### config.mk
export PLATFORM = sky130hd
export DESIGN_NAME = sample_word_packer
export DESIGN_NICKNAME = d
export VERILOG_FILES = /design/src/rtl/dpm_pkg.sv /design/src/rtl/sync_word_fifo.sv /design/src/rtl/sample_word_packer.sv
export SDC_FILE = /design/constraint.sdc
export NUM_CORES = 1
export LEC_CHECK = 0
export ABC_AREA = 0
export BUFFER_PORTS_ARGS = -buffer_cell sky130_fd_sc_hd__buf_4
export CAP_MARGIN = 10
export CORE_UTILIZATION = 55
export DETAILED_ROUTE_END_ITERATION = 10
export PLACE_DENSITY = 0.77
export SYNTH_ARGS = -nofsm -noshare
export SYNTH_HDL_FRONTEND = slang
export SYNTH_HIERARCHICAL = 1
export SYNTH_SLANG_ARGS = --single-unit
### constraint.sdc
create_clock -name i_clk -period 6.05 [get_ports i_clk]
set_input_delay 0.605 -clock i_clk [delete_from_list [all_inputs] [get_ports i_clk]]
set_output_delay 0.605 -clock i_clk [all_outputs]
set_load 0.02 [all_outputs]
### src/rtl/dpm_pkg.sv
// Shared constants and helpers for the sample packing datapath.
package dpm_pkg;

    localparam int unsigned DEFAULT_DATA_WIDTH       = 8;
    localparam int unsigned DEFAULT_SAMPLES_PER_WORD = 4;
    localparam int unsigned DROP_COUNT_WIDTH         = 16;

    function automatic int unsigned clog2(input int unsigned value);
        int unsigned result;
        result = 0;
        for (int i = 0; i < 32; i++) begin
            if ((32'd1 << i) < value) result = int'(i) + 1;
        end
        return result;
    endfunction

endpackage

### src/rtl/sync_word_fifo.sv
// Single-clock first-word-fall-through FIFO; a write into a full FIFO succeeds only
// when a read happens on the same edge.
module sync_word_fifo
    import dpm_pkg::*;
#(
    parameter int unsigned WIDTH = 36,
    parameter int unsigned DEPTH = 4
) (
    input  logic             i_clk,
    input  logic             i_rst,
    input  logic             i_wr_en,
    input  logic [WIDTH-1:0] i_wr_data,
    output logic             o_full,
    input  logic             i_rd_en,
    output logic [WIDTH-1:0] o_rd_data,
    output logic             o_empty
);

    localparam int unsigned AW = clog2(DEPTH);

    logic [AW:0]      wr_ptr_q, wr_ptr_d;
    logic [AW:0]      rd_ptr_q, rd_ptr_d;
    logic [WIDTH-1:0] mem_q [DEPTH];
    logic             do_wr;
    logic             do_rd;

    // The extra pointer bit distinguishes full (wrap bits differ) from empty.
    assign o_empty = (wr_ptr_q == rd_ptr_q);
    assign o_full  = (wr_ptr_q[AW] != rd_ptr_q[AW]) &&
                     (wr_ptr_q[AW-1:0] == rd_ptr_q[AW-1:0]);

    assign do_rd = i_rd_en && !o_empty;
    assign do_wr = i_wr_en && (!o_full || do_rd);

    always_comb begin
        wr_ptr_d = wr_ptr_q + {{AW{1'b0}}, do_wr};
        rd_ptr_d = rd_ptr_q + {{AW{1'b0}}, do_rd};
    end

    always_ff @(posedge i_clk) begin
        if (i_rst) begin
            wr_ptr_q <= '0;
            rd_ptr_q <= '0;
        end else begin
            wr_ptr_q <= wr_ptr_d;
            rd_ptr_q <= rd_ptr_d;
        end
    end

    always_ff @(posedge i_clk) begin
        if (do_wr) mem_q[wr_ptr_q[AW-1:0]] <= i_wr_data;
    end

    assign o_rd_data = mem_q[rd_ptr_q[AW-1:0]];

endmodule

### src/rtl/sample_word_packer.sv
// Packs a stream of unsigned samples into wide words and queues them for a
// valid/ready consumer, flagging and counting words lost to a full queue.
module sample_word_packer
    import dpm_pkg::*;
#(
    parameter int unsigned DATA_WIDTH       = DEFAULT_DATA_WIDTH,
    parameter int unsigned SAMPLES_PER_WORD = DEFAULT_SAMPLES_PER_WORD,
    parameter int unsigned FIFO_DEPTH       = 4
) (
    input  logic                                   i_clk,
    input  logic                                   i_rst,
    input  logic                                   i_valid,
    input  logic [DATA_WIDTH-1:0]                  i_data,
    input  logic                                   i_flush,
    input  logic                                   i_clear_overflow,
    output logic [DATA_WIDTH*SAMPLES_PER_WORD-1:0] o_data,
    output logic [SAMPLES_PER_WORD-1:0]            o_keep,
    output logic                                   o_valid,
    input  logic                                   i_ready,
    output logic                                   o_overflow,
    output logic [DROP_COUNT_WIDTH-1:0]            o_drop_count
);

    localparam int unsigned LW = clog2(SAMPLES_PER_WORD);
    localparam int unsigned WW = DATA_WIDTH * SAMPLES_PER_WORD;
    localparam int unsigned FW = WW + SAMPLES_PER_WORD;
    localparam logic [LW-1:0] LAST_LANE = LW'(SAMPLES_PER_WORD - 1);

    logic [LW-1:0]               lane_q, lane_d;
    logic [WW-1:0]               asm_q, asm_d;
    logic [WW-1:0]               packed_word;
    logic [LW:0]                 filled;
    logic [SAMPLES_PER_WORD-1:0] keep;
    logic                        close_word;
    logic                        fifo_full;
    logic                        fifo_empty;
    logic                        pop;
    logic                        drop;
    logic [FW-1:0]               head;
    logic                        overflow_q, overflow_d;
    logic [DROP_COUNT_WIDTH-1:0] drop_cnt_q, drop_cnt_d;

    // Unfilled lanes of the assembly register are always zero, so a flushed
    // partial word needs no extra masking.
    always_comb begin
        packed_word = asm_q;
        if (i_valid) packed_word[lane_q*DATA_WIDTH +: DATA_WIDTH] = i_data;
        filled     = {1'b0, lane_q} + {{LW{1'b0}}, i_valid};
        close_word = (i_valid && (lane_q == LAST_LANE)) || (i_flush && (filled != '0));
        for (int k = 0; k < int'(SAMPLES_PER_WORD); k++) begin
            keep[k] = ((LW+1)'(k) < filled);
        end
        lane_d = lane_q;
        asm_d  = asm_q;
        if (close_word) begin
            lane_d = '0;
            asm_d  = '0;
        end else if (i_valid) begin
            lane_d = lane_q + LW'(1);
            asm_d  = packed_word;
        end
    end

    assign pop  = !fifo_empty && i_ready;
    assign drop = close_word && fifo_full && !pop;

    always_comb begin
        overflow_d = overflow_q;
        drop_cnt_d = drop_cnt_q;
        if (drop) begin
            overflow_d = 1'b1;
            if (i_clear_overflow)    drop_cnt_d = DROP_COUNT_WIDTH'(1);
            else if (drop_cnt_q != '1) drop_cnt_d = drop_cnt_q + DROP_COUNT_WIDTH'(1);
        end else if (i_clear_overflow) begin
            overflow_d = 1'b0;
            drop_cnt_d = '0;
        end
    end

    always_ff @(posedge i_clk) begin
        if (i_rst) begin
            lane_q     <= '0;
            asm_q      <= '0;
            overflow_q <= 1'b0;
            drop_cnt_q <= '0;
        end else begin
            lane_q     <= lane_d;
            asm_q      <= asm_d;
            overflow_q <= overflow_d;
            drop_cnt_q <= drop_cnt_d;
        end
    end

    sync_word_fifo #(
        .WIDTH (FW),
        .DEPTH (FIFO_DEPTH)
    ) u_fifo (
        .i_clk     (i_clk),
        .i_rst     (i_rst),
        .i_wr_en   (close_word),
        .i_wr_data ({keep, packed_word}),
        .o_full    (fifo_full),
        .i_rd_en   (pop),
        .o_rd_data (head),
        .o_empty   (fifo_empty)
    );

    // Present zeros while empty so stale storage never shows on the outputs.
    assign o_valid      = !fifo_empty;
    assign o_data       = fifo_empty ? '0 : head[WW-1:0];
    assign o_keep       = fifo_empty ? '0 : head[FW-1:WW];
    assign o_overflow   = overflow_q;
    assign o_drop_count = drop_cnt_q;

endmodule

==> report_table.html, run 1 <==
<table>
<tr><th>Metric</th><th>Value</th></tr>
<tr><th colspan="2">Worst setup path</th></tr>
<tr><td>Critical Path Start Type</td><td>register</td></tr>
<tr><td>Type of the setup path with the least slack</td><td>register to register</td></tr>
<tr><td>Data arrival time of the worst path</td><td>3760 ps</td></tr>
<tr><td>Required time at the worst-slack endpoint</td><td>6420 ps</td></tr>
<tr><td>Endpoint kind of the worst setup timing path</td><td>register</td></tr>
<tr><td>Crit path max fanout</td><td>39</td></tr>
<tr><th colspan="2">Placed design</th></tr>
<tr><td>Worst setup slack after placement</td><td>2606 ps</td></tr>
<tr><td>Placement Cell Area</td><td>8847 um^2</td></tr>
<tr><td>Number of port buffers</td><td>67</td></tr>
<tr><td>Placed Instances</td><td>747</td></tr>
<tr><td>Routability cong.</td><td>0.7967</td></tr>
<tr><td>HPWL after detailed placement</td><td>9.406 mm</td></tr>
<tr><th colspan="2">STA</th></tr>
<tr><td>Transition at the pin with the smallest max-transition slack</td><td>908.2 ps</td></tr>
<tr><td>Fin Clk Skew</td><td>8.061 ps</td></tr>
<tr><td>Worst Setup Slack, final</td><td>2652 ps</td></tr>
<tr><td>Minimum clock period after layout</td><td>3398 ps</td></tr>
<tr><td>Fin Setup TNS</td><td>0 ps</td></tr>
<tr><td>Endpoints failing hold</td><td>0</td></tr>
<tr><td>Final period util</td><td>56.16%</td></tr>
<tr><td>Finish-stage setup viols</td><td>0</td></tr>
<tr><td>RSZ-0062 raised after global routing</td><td>false</td></tr>
<tr><td>Final number of max-transition violations</td><td>0</td></tr>
<tr><td>Normalized max-slew margin</td><td>38.95%</td></tr>
<tr><td>Fmax</td><td>294.3 MHz</td></tr>
<tr><th colspan="2">Yosys</th></tr>
<tr><td>Syn_nets</td><td>536</td></tr>
<tr><td>Mean cell area of the mapped netlist</td><td>16.10 um^2</td></tr>
<tr><td>Summed instance area of the synthesized netlist</td><td>8193 um^2</td></tr>
<tr><td>Leading post-synthesis cells by cell area</td><td>edfxtp_1 (53%), dfxtp_1 (14%), mux4_2 (9.9%), nor2b_1 (5.7%), a22o_1 (3.6%)</td></tr>
<tr><td>Flop and latch count out of synthesis</td><td>201</td></tr>
<tr><td>Warnings, synthesis</td><td>6</td></tr>
<tr><td>Top cell type by total area after synthesis</td><td>edfxtp_1</td></tr>
<tr><td>Count of cell types in the netlist</td><td>46</td></tr>
<tr><td>Sequential cell area fraction in the yosys report</td><td>66.71%</td></tr>
<tr><td>Post-synthesis cell count</td><td>509</td></tr>
<tr><td>Area share of the largest cell type after synthesis</td><td>52.78%</td></tr>
<tr><th colspan="2">Routing</th></tr>
<tr><td>Post-detailed-route via-to-cell ratio</td><td>5.854</td></tr>
<tr><td>Final routed wirelength across all metal layers</td><td>15.79 mm</td></tr>
<tr><td>Wire length per cell after detailed routing</td><td>20.16 um</td></tr>
<tr><td>DRC Markers</td><td>0</td></tr>
<tr><td>Number of DRC markers in iteration 0</td><td>268</td></tr>
<tr><td>1st-pass router iterations</td><td>4</td></tr>
<tr><td>Via count of the routed design</td><td>4,584</td></tr>
<tr><td>Post-DRT Antenna Nets</td><td>0</td></tr>
<tr><th colspan="2">GRT</th></tr>
<tr><td>Antenna violations before repair</td><td>0</td></tr>
<tr><td>Overall Global Routing Usage</td><td>21.50%</td></tr>
<tr><td>GRT overflow</td><td>0</td></tr>
<tr><td>First-pass GRT wire length</td><td>24.63 mm</td></tr>
<tr><td>Number of global-route vias before repair</td><td>4,620</td></tr>
<tr><td>Pin count of the biggest net entering global routing</td><td>40</td></tr>
<tr><th colspan="2">Floorplanning</th></tr>
<tr><td>Horizontal die dimension</td><td>124.1 um</td></tr>
<tr><td>Die Footprint</td><td>15,390 um^2</td></tr>
<tr><td>I/O pin cnt</td><td>68</td></tr>
<tr><td>Row count</td><td>44</td></tr>
<tr><td>Height of the die</td><td>124.1 um</td></tr>
<tr><td>Starting utilization of the core area</td><td>56.37%</td></tr>
<tr><td>Area inside the core boundary</td><td>14,530 um^2</td></tr>
<tr><th colspan="2">Layout</th></tr>
<tr><td>Fill cell count</td><td>1,033</td></tr>
<tr><td>Post-synthesis to final-layout area growth</td><td>15.36%</td></tr>
<tr><td>Antenna diode count</td><td>0</td></tr>
<tr><td>Count of non-filler cells in the finished layout</td><td>783</td></tr>
<tr><td>Fraction of final layout cells sized beyond drive strength 1</td><td>26.21%</td></tr>
<tr><td>Post-layout nets</td><td>612</td></tr>
<tr><td>Post-route standard cell area excluding fillers</td><td>9452 um^2</td></tr>
<tr><th colspan="2">Clock network</th></tr>
<tr><td>Reg clk slew, reported paths</td><td>60 ps</td></tr>
<tr><td>Clock Tree Root</td><td>clkbuf_16</td></tr>
<tr><td>TritonCTS clock tree</td><td>yes</td></tr>
<tr><td>Latest clock arrival within the worst-skew pair</td><td>480 ps</td></tr>
<tr><td>PostCTS Resize Cnt</td><td>0</td></tr>
<tr><td>Setup Fix Bufs, Post-CTS</td><td>0</td></tr>
<tr><td>CTS buffer count</td><td>20</td></tr>
<tr><td>H-tree depth reported by CTS</td><td>1</td></tr>
<tr><td>Clock buffer depth</td><td>3</td></tr>
<tr><td>Total of hold buffers inserted after clock tree synthesis</td><td>0</td></tr>
<tr><td>CTS sink cnt</td><td>201</td></tr>
<tr><th colspan="2">Power</th></tr>
<tr><td>Leakage power total</td><td>3.348 nW</td></tr>
<tr><td>Maximum VDD drop</td><td>0.2345 mV</td></tr>
<tr><td>Total chip power</td><td>0.003075 W</td></tr>
<tr><td>Total power density per cell area</td><td>325.4 nW/um^2</td></tr>
<tr><th colspan="2">Job</th></tr>
<tr><td>Max-cap check violation count</td><td>0</td></tr>
<tr><th colspan="2">Worst hold path</th></tr>
<tr><td>Worst hold-check path type</td><td>primary input to register</td></tr>
<tr><th colspan="2">Outcome</th></tr>
<tr><td>Outcome</td><td>finished clean</td></tr>
</table>
## cell type report
type | instances | area [um^2] | share of cell area, %
well taps | 184 | 230.2 | 2.436
flip-flops and latches | 201 | 5466 | 57.84
multi-input cells | 279 | 2561 | 27.10
clock buffers | 26 | 523.0 | 5.533
inverters | 9 | 33.78 | 0.3574
clock inverters | 10 | 81.33 | 0.8605
repair buffers | 74 | 555.5 | 5.878
## sequential cells by signal, indices dropped and copies added (netlist names)
signal and cells:
lane_q 2, o_overflow 1, asm_q 32, u_fifo/wr_ptr_q 3, u_fifo/rd_ptr_q 3, u_fifo/mem_q 144
o_drop_count 16
## Yosys cell counts, drive strengths merged
cell / n
edfxtp: 144
nor2b: 74
dfxtp: 57
mux4: 36
a22o: 34
nor2: 21
nand2: 16
ha: 13
buf: 12
o21ai: 11
a21oi: 9
inv: 9
a31oi: 8
clkbuf: 8
nor3: 6
nand3: 5
nand4: 5
nor3b: 5
and3: 4
and4: 4
xnor2: 4
nand2b: 3
nor4: 3
mux2i: 2
or2: 2
xor2: 2
a2111o: 1
a211o: 1
a211oi: 1
a21o: 1
a221o: 1
and4b: 1
nor4b: 1
o211ai: 1
o21bai: 1
o22ai: 1
o31ai: 1
o41ai: 1
## per-layer routing
layer  global-route usage (%)  wire, um  vias to the layer above
li1                         -         -                     2114
met2                    36.74      7987                      143
met5                        0         0                        -
met4                    5.506       261                        0
met3                    3.434       934                       23
met1                    28.72      6604                     2304
## layout by cell type (no fill, tap or decap), drive strengths merged, types with 4 or more instances in the layout
cell type	instances
clkbuf	26
edfxtp	144
nor2b	74
and3	4
inv	9
nor3	6
buf	74
nand3	5
a21oi	9
mux4	36
clkinv	9
nor2	21
dfxtp	57
o21ai	11
and4	4
nor3b	5
a22o	34
a31oi	8
nand4	5
nand2	16
ha	13
xnor2	4
## cell families (layout without fill, tap and decap cells)
group	Yosys count	after routing	synth area share, %
adders and majority gates	13	13	1.985
xor gates and xnor gates	6	6	0.9622
DFF	201	201	66.71
muxes	38	38	10.14
and+or+nand+nor	150	150	10.98
buffers and inverters	29	119	2.367
AOI/OAI and AO/OA	72	72	6.857
## where the power goes
group          internal (W)  leakage, nW  switching [W]
logic              0.000161         1.22       0.000230
registers           0.00153         1.83      0.0000170
clock network      0.000655        0.296       0.000483
## path summary, 6_finish.rpt
kind	from	endpoint	slack, ps	cells after the start
worst max-delay path	u_fifo/rd_ptr_q[0]$_SDFF_PP0_	u_fifo/wr_ptr_q[2]$_SDFF_PP0_	2650	11
worst min-delay path	i_rst	o_drop_count[0]$_SDFFE_PP0P_	400	2
worst max register to register	u_fifo/rd_ptr_q[0]$_SDFF_PP0_	u_fifo/wr_ptr_q[2]$_SDFF_PP0_	2650	11
worst min register to register	o_overflow$_SDFFE_PP0P_	o_overflow$_SDFFE_PP0P_	500	2
## critical path, cell delays in order (launching register included)
cell	delay, ps
dfxtp_2	310
buf_4	640
xor2_4	190
nor3b_2	190
buf_4	400
nor2b_1	220
o41ai_4	610
inv_1	90
ha_1	200
ha_1	190
xnor2_1	150
nor2_1	60
## through the flow
stage               hold slack [ps]  util [%]
floorplan                     503.5         -
global placement              461.7     60.87
detailed placement            483.3     60.87
CTS                           386.2     65.03
global route                  414.0     65.03
finish                        399.0     65.03
Note: power is estimated with default switching activity, not from simulation.
==> run 2: changes to the inputs <==
Settings changed: ABC_AREA 0 to 1, CORE_UTILIZATION 55 to 54, PLACE_DENSITY 0.77 to 0.79.
Clock period 6.05 ns to 2.9 ns, I/O delays scaled along.
==> report_table.html, run 2 <==
<table>
<tr><th>Metric</th><th>Value</th></tr>
<tr><th colspan="2">Yosys</th></tr>
<tr><td>Primary FF master, synth</td><td>edfxtp_1</td></tr>
<tr><td>Sequential cell area fraction in the yosys report</td><td>62.53%</td></tr>
<tr><td>Count of cell types in the netlist</td><td>39</td></tr>
<tr><td>Flop and latch count out of synthesis</td><td>201</td></tr>
<tr><td>Top cells by instance count after synthesis</td><td>nor2_1 (186), edfxtp_1 (144), inv_1 (143)</td></tr>
<tr><td>Syn_nets</td><td>908</td></tr>
<tr><td>Top cell type by total area after synthesis</td><td>edfxtp_1</td></tr>
<tr><td>Share of synthesized flip-flops with an asynchronous set or reset</td><td>0%</td></tr>
<tr><td>Warnings, synthesis</td><td>6</td></tr>
<tr><td>Area share of the largest cell type after synthesis</td><td>49.47%</td></tr>
<tr><td>Summed instance area of the synthesized netlist</td><td>8741 um^2</td></tr>
<tr><td>Leading post-synthesis cells by cell area</td><td>edfxtp_1 (49%), dfxtp_1 (13%), nor2_1 (8.0%), inv_1 (6.1%), o22ai_1 (4.0%)</td></tr>
<tr><td>Number of synthesized flops with an enable pin</td><td>144</td></tr>
<tr><td>Mean cell area of the mapped netlist</td><td>9.922 um^2</td></tr>
<tr><td>Post-synthesis cell count</td><td>881</td></tr>
<tr><td>Most repeated cell in the gate-level netlist after synthesis</td><td>nor2_1</td></tr>
<tr><th colspan="2">Power</th></tr>
<tr><td>Total power density per cell area</td><td>663.8 nW/um^2</td></tr>
<tr><td>Combinational share of power</td><td>11.6%</td></tr>
<tr><td>Leakage power total</td><td>4.078 nW</td></tr>
<tr><td>Share of total power in sequential cells</td><td>47.4%</td></tr>
<tr><td>Portion of total power attributed to the clock network</td><td>41.0%</td></tr>
<tr><td>Maximum VDD drop</td><td>0.3733 mV</td></tr>
<tr><td>Total chip power</td><td>0.006768 W</td></tr>
<tr><td>Switching power</td><td>0.001583 W</td></tr>
<tr><td>Internal power</td><td>0.005185 W</td></tr>
<tr><td>Net Sw Frac</td><td>23.39%</td></tr>
<tr><th colspan="2">STA</th></tr>
<tr><td>Final hold slack</td><td>101.1 ps</td></tr>
<tr><td>Final period util</td><td>86.97%</td></tr>
<tr><td>Transition at the pin with the smallest max-transition slack</td><td>542.2 ps</td></tr>
<tr><td>Finish-stage setup viols</td><td>0</td></tr>
<tr><td>Fmax</td><td>396.5 MHz</td></tr>
<tr><td>Minimum clock period after layout</td><td>2522 ps</td></tr>
<tr><td>RSZ-0062 raised after global routing</td><td>false</td></tr>
<tr><td>Fin Clk Skew</td><td>8.089 ps</td></tr>
<tr><td>Endpoints failing hold</td><td>0</td></tr>
<tr><td>Worst Setup Slack, final</td><td>377.9 ps</td></tr>
<tr><td>Normalized max-slew margin</td><td>63.85%</td></tr>
<tr><td>Final number of max-transition violations</td><td>0</td></tr>
<tr><th colspan="2">Routing</th></tr>
<tr><td>Number of DRC markers in iteration 0</td><td>620</td></tr>
<tr><td>DRC Markers</td><td>0</td></tr>
<tr><td>Wire length per cell after detailed routing</td><td>16.01 um</td></tr>
<tr><td>1st-pass router iterations</td><td>5</td></tr>
<tr><td>Via count of the routed design</td><td>6,245</td></tr>
<tr><td>Final routed wirelength across all metal layers</td><td>18.86 mm</td></tr>
<tr><td>Post-DRT Antenna Nets</td><td>0</td></tr>
<tr><td>Post-detailed-route via-to-cell ratio</td><td>5.301</td></tr>
<tr><th colspan="2">Worst setup path</th></tr>
<tr><td>Worst path bufs/invs</td><td>3</td></tr>
<tr><td>Cell Chain, Critical Path</td><td>buf_4 -&gt; nand2_1 -&gt; nand2_1 -&gt; nand2_1 -&gt; nor2_4 -&gt; buf_4 -&gt; nor2_1 -&gt; buf_4</td></tr>
<tr><td>Crit path max fanout</td><td>37</td></tr>
<tr><td>Critical Path Start Type</td><td>register</td></tr>
<tr><td>Required time at the worst-slack endpoint</td><td>2610 ps</td></tr>
<tr><td>Endpoint kind of the worst setup timing path</td><td>output pin</td></tr>
<tr><td>Type of the setup path with the least slack</td><td>register to output pin</td></tr>
<tr><td>Slowest cell on crit path</td><td>buf_4</td></tr>
<tr><td>Critical path's top delay family</td><td>buffers and inverters</td></tr>
<tr><td>Data arrival time of the worst path</td><td>2230 ps</td></tr>
<tr><td>Longest individual stage delay on the worst path</td><td>400 ps</td></tr>
<tr><th colspan="2">Layout</th></tr>
<tr><td>Fraction of final layout cells sized beyond drive strength 1</td><td>15.38%</td></tr>
<tr><td>Flip-flop count of the largest register after layout</td><td>144</td></tr>
<tr><td>Commonest cells after routing, fill and taps aside</td><td>nor2_1 (181), edfxtp_1 (144), inv_1 (143)</td></tr>
<tr><td>Post-layout nets</td><td>976</td></tr>
<tr><td>Antenna diode count</td><td>0</td></tr>
<tr><td>Post-synthesis to final-layout area growth</td><td>16.65%</td></tr>
<tr><td>Leading cell type in the layout, fill and taps excluded</td><td>nor2_1</td></tr>
<tr><td>Fill cell count</td><td>1,217</td></tr>
<tr><th colspan="2">Floorplanning</th></tr>
<tr><td>Row count</td><td>46</td></tr>
<tr><td>Height of the die</td><td>129.2 um</td></tr>
<tr><td>Die Footprint</td><td>16,700 um^2</td></tr>
<tr><td>Horizontal die dimension</td><td>129.2 um</td></tr>
<tr><td>Area inside the core boundary</td><td>15,830 um^2</td></tr>
<tr><td>I/O pin cnt</td><td>68</td></tr>
<tr><td>Starting utilization of the core area</td><td>55.23%</td></tr>
<tr><th colspan="2">Placed design</th></tr>
<tr><td>HPWL after detailed placement</td><td>11.38 mm</td></tr>
<tr><td>Routability cong.</td><td>0.8803</td></tr>
<tr><td>Worst setup slack after placement</td><td>608.6 ps</td></tr>
<tr><td>Number of port buffers</td><td>67</td></tr>
<tr><th colspan="2">Clock network</th></tr>
<tr><td>Latest clock arrival within the worst-skew pair</td><td>490 ps</td></tr>
<tr><td>Total of hold buffers inserted after clock tree synthesis</td><td>0</td></tr>
<tr><td>Clock buffer depth</td><td>3</td></tr>
<tr><td>H-tree depth reported by CTS</td><td>1</td></tr>
<tr><td>Clock Tree Root</td><td>clkbuf_16</td></tr>
<tr><td>PostCTS Resize Cnt</td><td>0</td></tr>
<tr><td>CTS sink cnt</td><td>201</td></tr>
<tr><td>Setup Fix Bufs, Post-CTS</td><td>0</td></tr>
<tr><td>Reg clk slew, reported paths</td><td>60 ps</td></tr>
<tr><td>TritonCTS clock tree</td><td>yes</td></tr>
<tr><td>CTS buffer count</td><td>20</td></tr>
<tr><th colspan="2">GRT</th></tr>
<tr><td>GRT overflow</td><td>0</td></tr>
<tr><td>Pin count of the biggest net entering global routing</td><td>73</td></tr>
<tr><td>First-pass GRT wire length</td><td>30.18 mm</td></tr>
<tr><td>Number of global-route vias before repair</td><td>5,888</td></tr>
<tr><td>Overall Global Routing Usage</td><td>23.31%</td></tr>
<tr><td>Antenna violations before repair</td><td>1</td></tr>
<tr><th colspan="2">Worst hold path</th></tr>
<tr><td>Worst hold-check path type</td><td>primary input to register</td></tr>
<tr><th colspan="2">Outcome</th></tr>
<tr><td>Outcome</td><td>finished clean</td></tr>
<tr><th colspan="2">Job</th></tr>
<tr><td>Max-cap check violation count</td><td>0</td></tr>
</table>
==> run 2: changes by cell type in the layout (fill, tap and decap cells not counted), sizes merged, moves of 18 or more <==
| cell | before | now |
|---|---|---|
| a22o | 34 | 0 |
| nand3 | 5 | 23 |
| nand2 | 16 | 92 |
| o22ai | 1 | 56 |
| inv | 9 | 145 |
| mux4 | 36 | 0 |
| o21ai | 11 | 76 |
| nor2 | 21 | 189 |
| nor2b | 74 | 0 |
==> run 2: metal layers <==
layer  part of all wire [%]  vias up  wire length (um)  GRT usage (%)
li1                       -     3062                 -              -
met1                     44     2967              8360          31.63
met2                     48      180              8980          38.80
met3                    6.3       36              1180          3.675
met4                    1.8        0               341          6.990
met5                      0        -                 0              0
==> run 2: through the flow <==
stage	TNS (ps)	util, %	std cells	instance area [um^2]
global route	0	64.42	1178	10200
detailed placement	0	59.91	1143	9482
global placement	0	59.91	1143	9482
CTS	0	64.42	1178	10200
floorplan	-38330	-	881	8741
finish	0	64.42	1178	10200
==> run 2: logic make-up after synthesis <==
logic type | share of synthesized area (%)
AOI/OAI and AO/OA | 10.78
xor gates and xnor gates | 0.4868
adders and majority gates | 1.861
buffers and inverters | 8.803
DFF | 62.53
and+or+nand+nor | 15.55
==> run 2: power groups by stage <==
stage | combinational [W] | sequential (W) | clock (W)
floorplan | 0.000497 | 0.00326 | 0
global placement | 0.000765 | 0.00327 | 0
detailed placement | 0.000781 | 0.00327 | 0
CTS | 0.000791 | 0.00321 | 0.00280
global route | 0.000862 | 0.00322 | 0.00292
finish | 0.000785 | 0.00321 | 0.00277
==> run 2: worst register-to-register path, stage by stage, from the launching register on <==
cell,delay (ps)
dfxtp_1,430
ha_1,220
inv_1,50
ha_1,280
nor2_1,100
nand2_1,50
nand2_1,90
nand2_2,100
nand2_2,220
inv_1,80
ha_1,190
ha_1,190
xnor2_1,160
nor2_1,70
==> run 2: final cells by class <==
cell class | count | area, um^2 | share of cell area, %
inverters | 147 | 558.0 | 5.473
flip-flops and latches | 201 | 5466 | 53.61
well taps | 216 | 270.3 | 2.651
multi-input cells | 500 | 2544 | 24.95
repair buffers | 79 | 643.1 | 6.308
clock inverters | 6 | 128.9 | 1.264
clock buffers | 29 | 585.6 | 5.743
==> run 2: worst paths after layout <==
check | startpoint | end | slack [ps] | cells past startpoint
worst max-delay path | u_fifo/rd_ptr_q[1]$_SDFF_PP0_ | o_keep[3] | 380 | 8
worst min-delay path | i_data[5] | asm_q[13]$_SDFFE_PP0P_ | 100 | 3
worst max register to register | lane_q[0]$_SDFFE_PP0P_ | u_fifo/wr_ptr_q[2]$_SDFF_PP0_ | 550 | 13
worst min register to register | asm_q[16]$_SDFFE_PP0P_ | asm_q[16]$_SDFFE_PP0P_ | 480 | 2
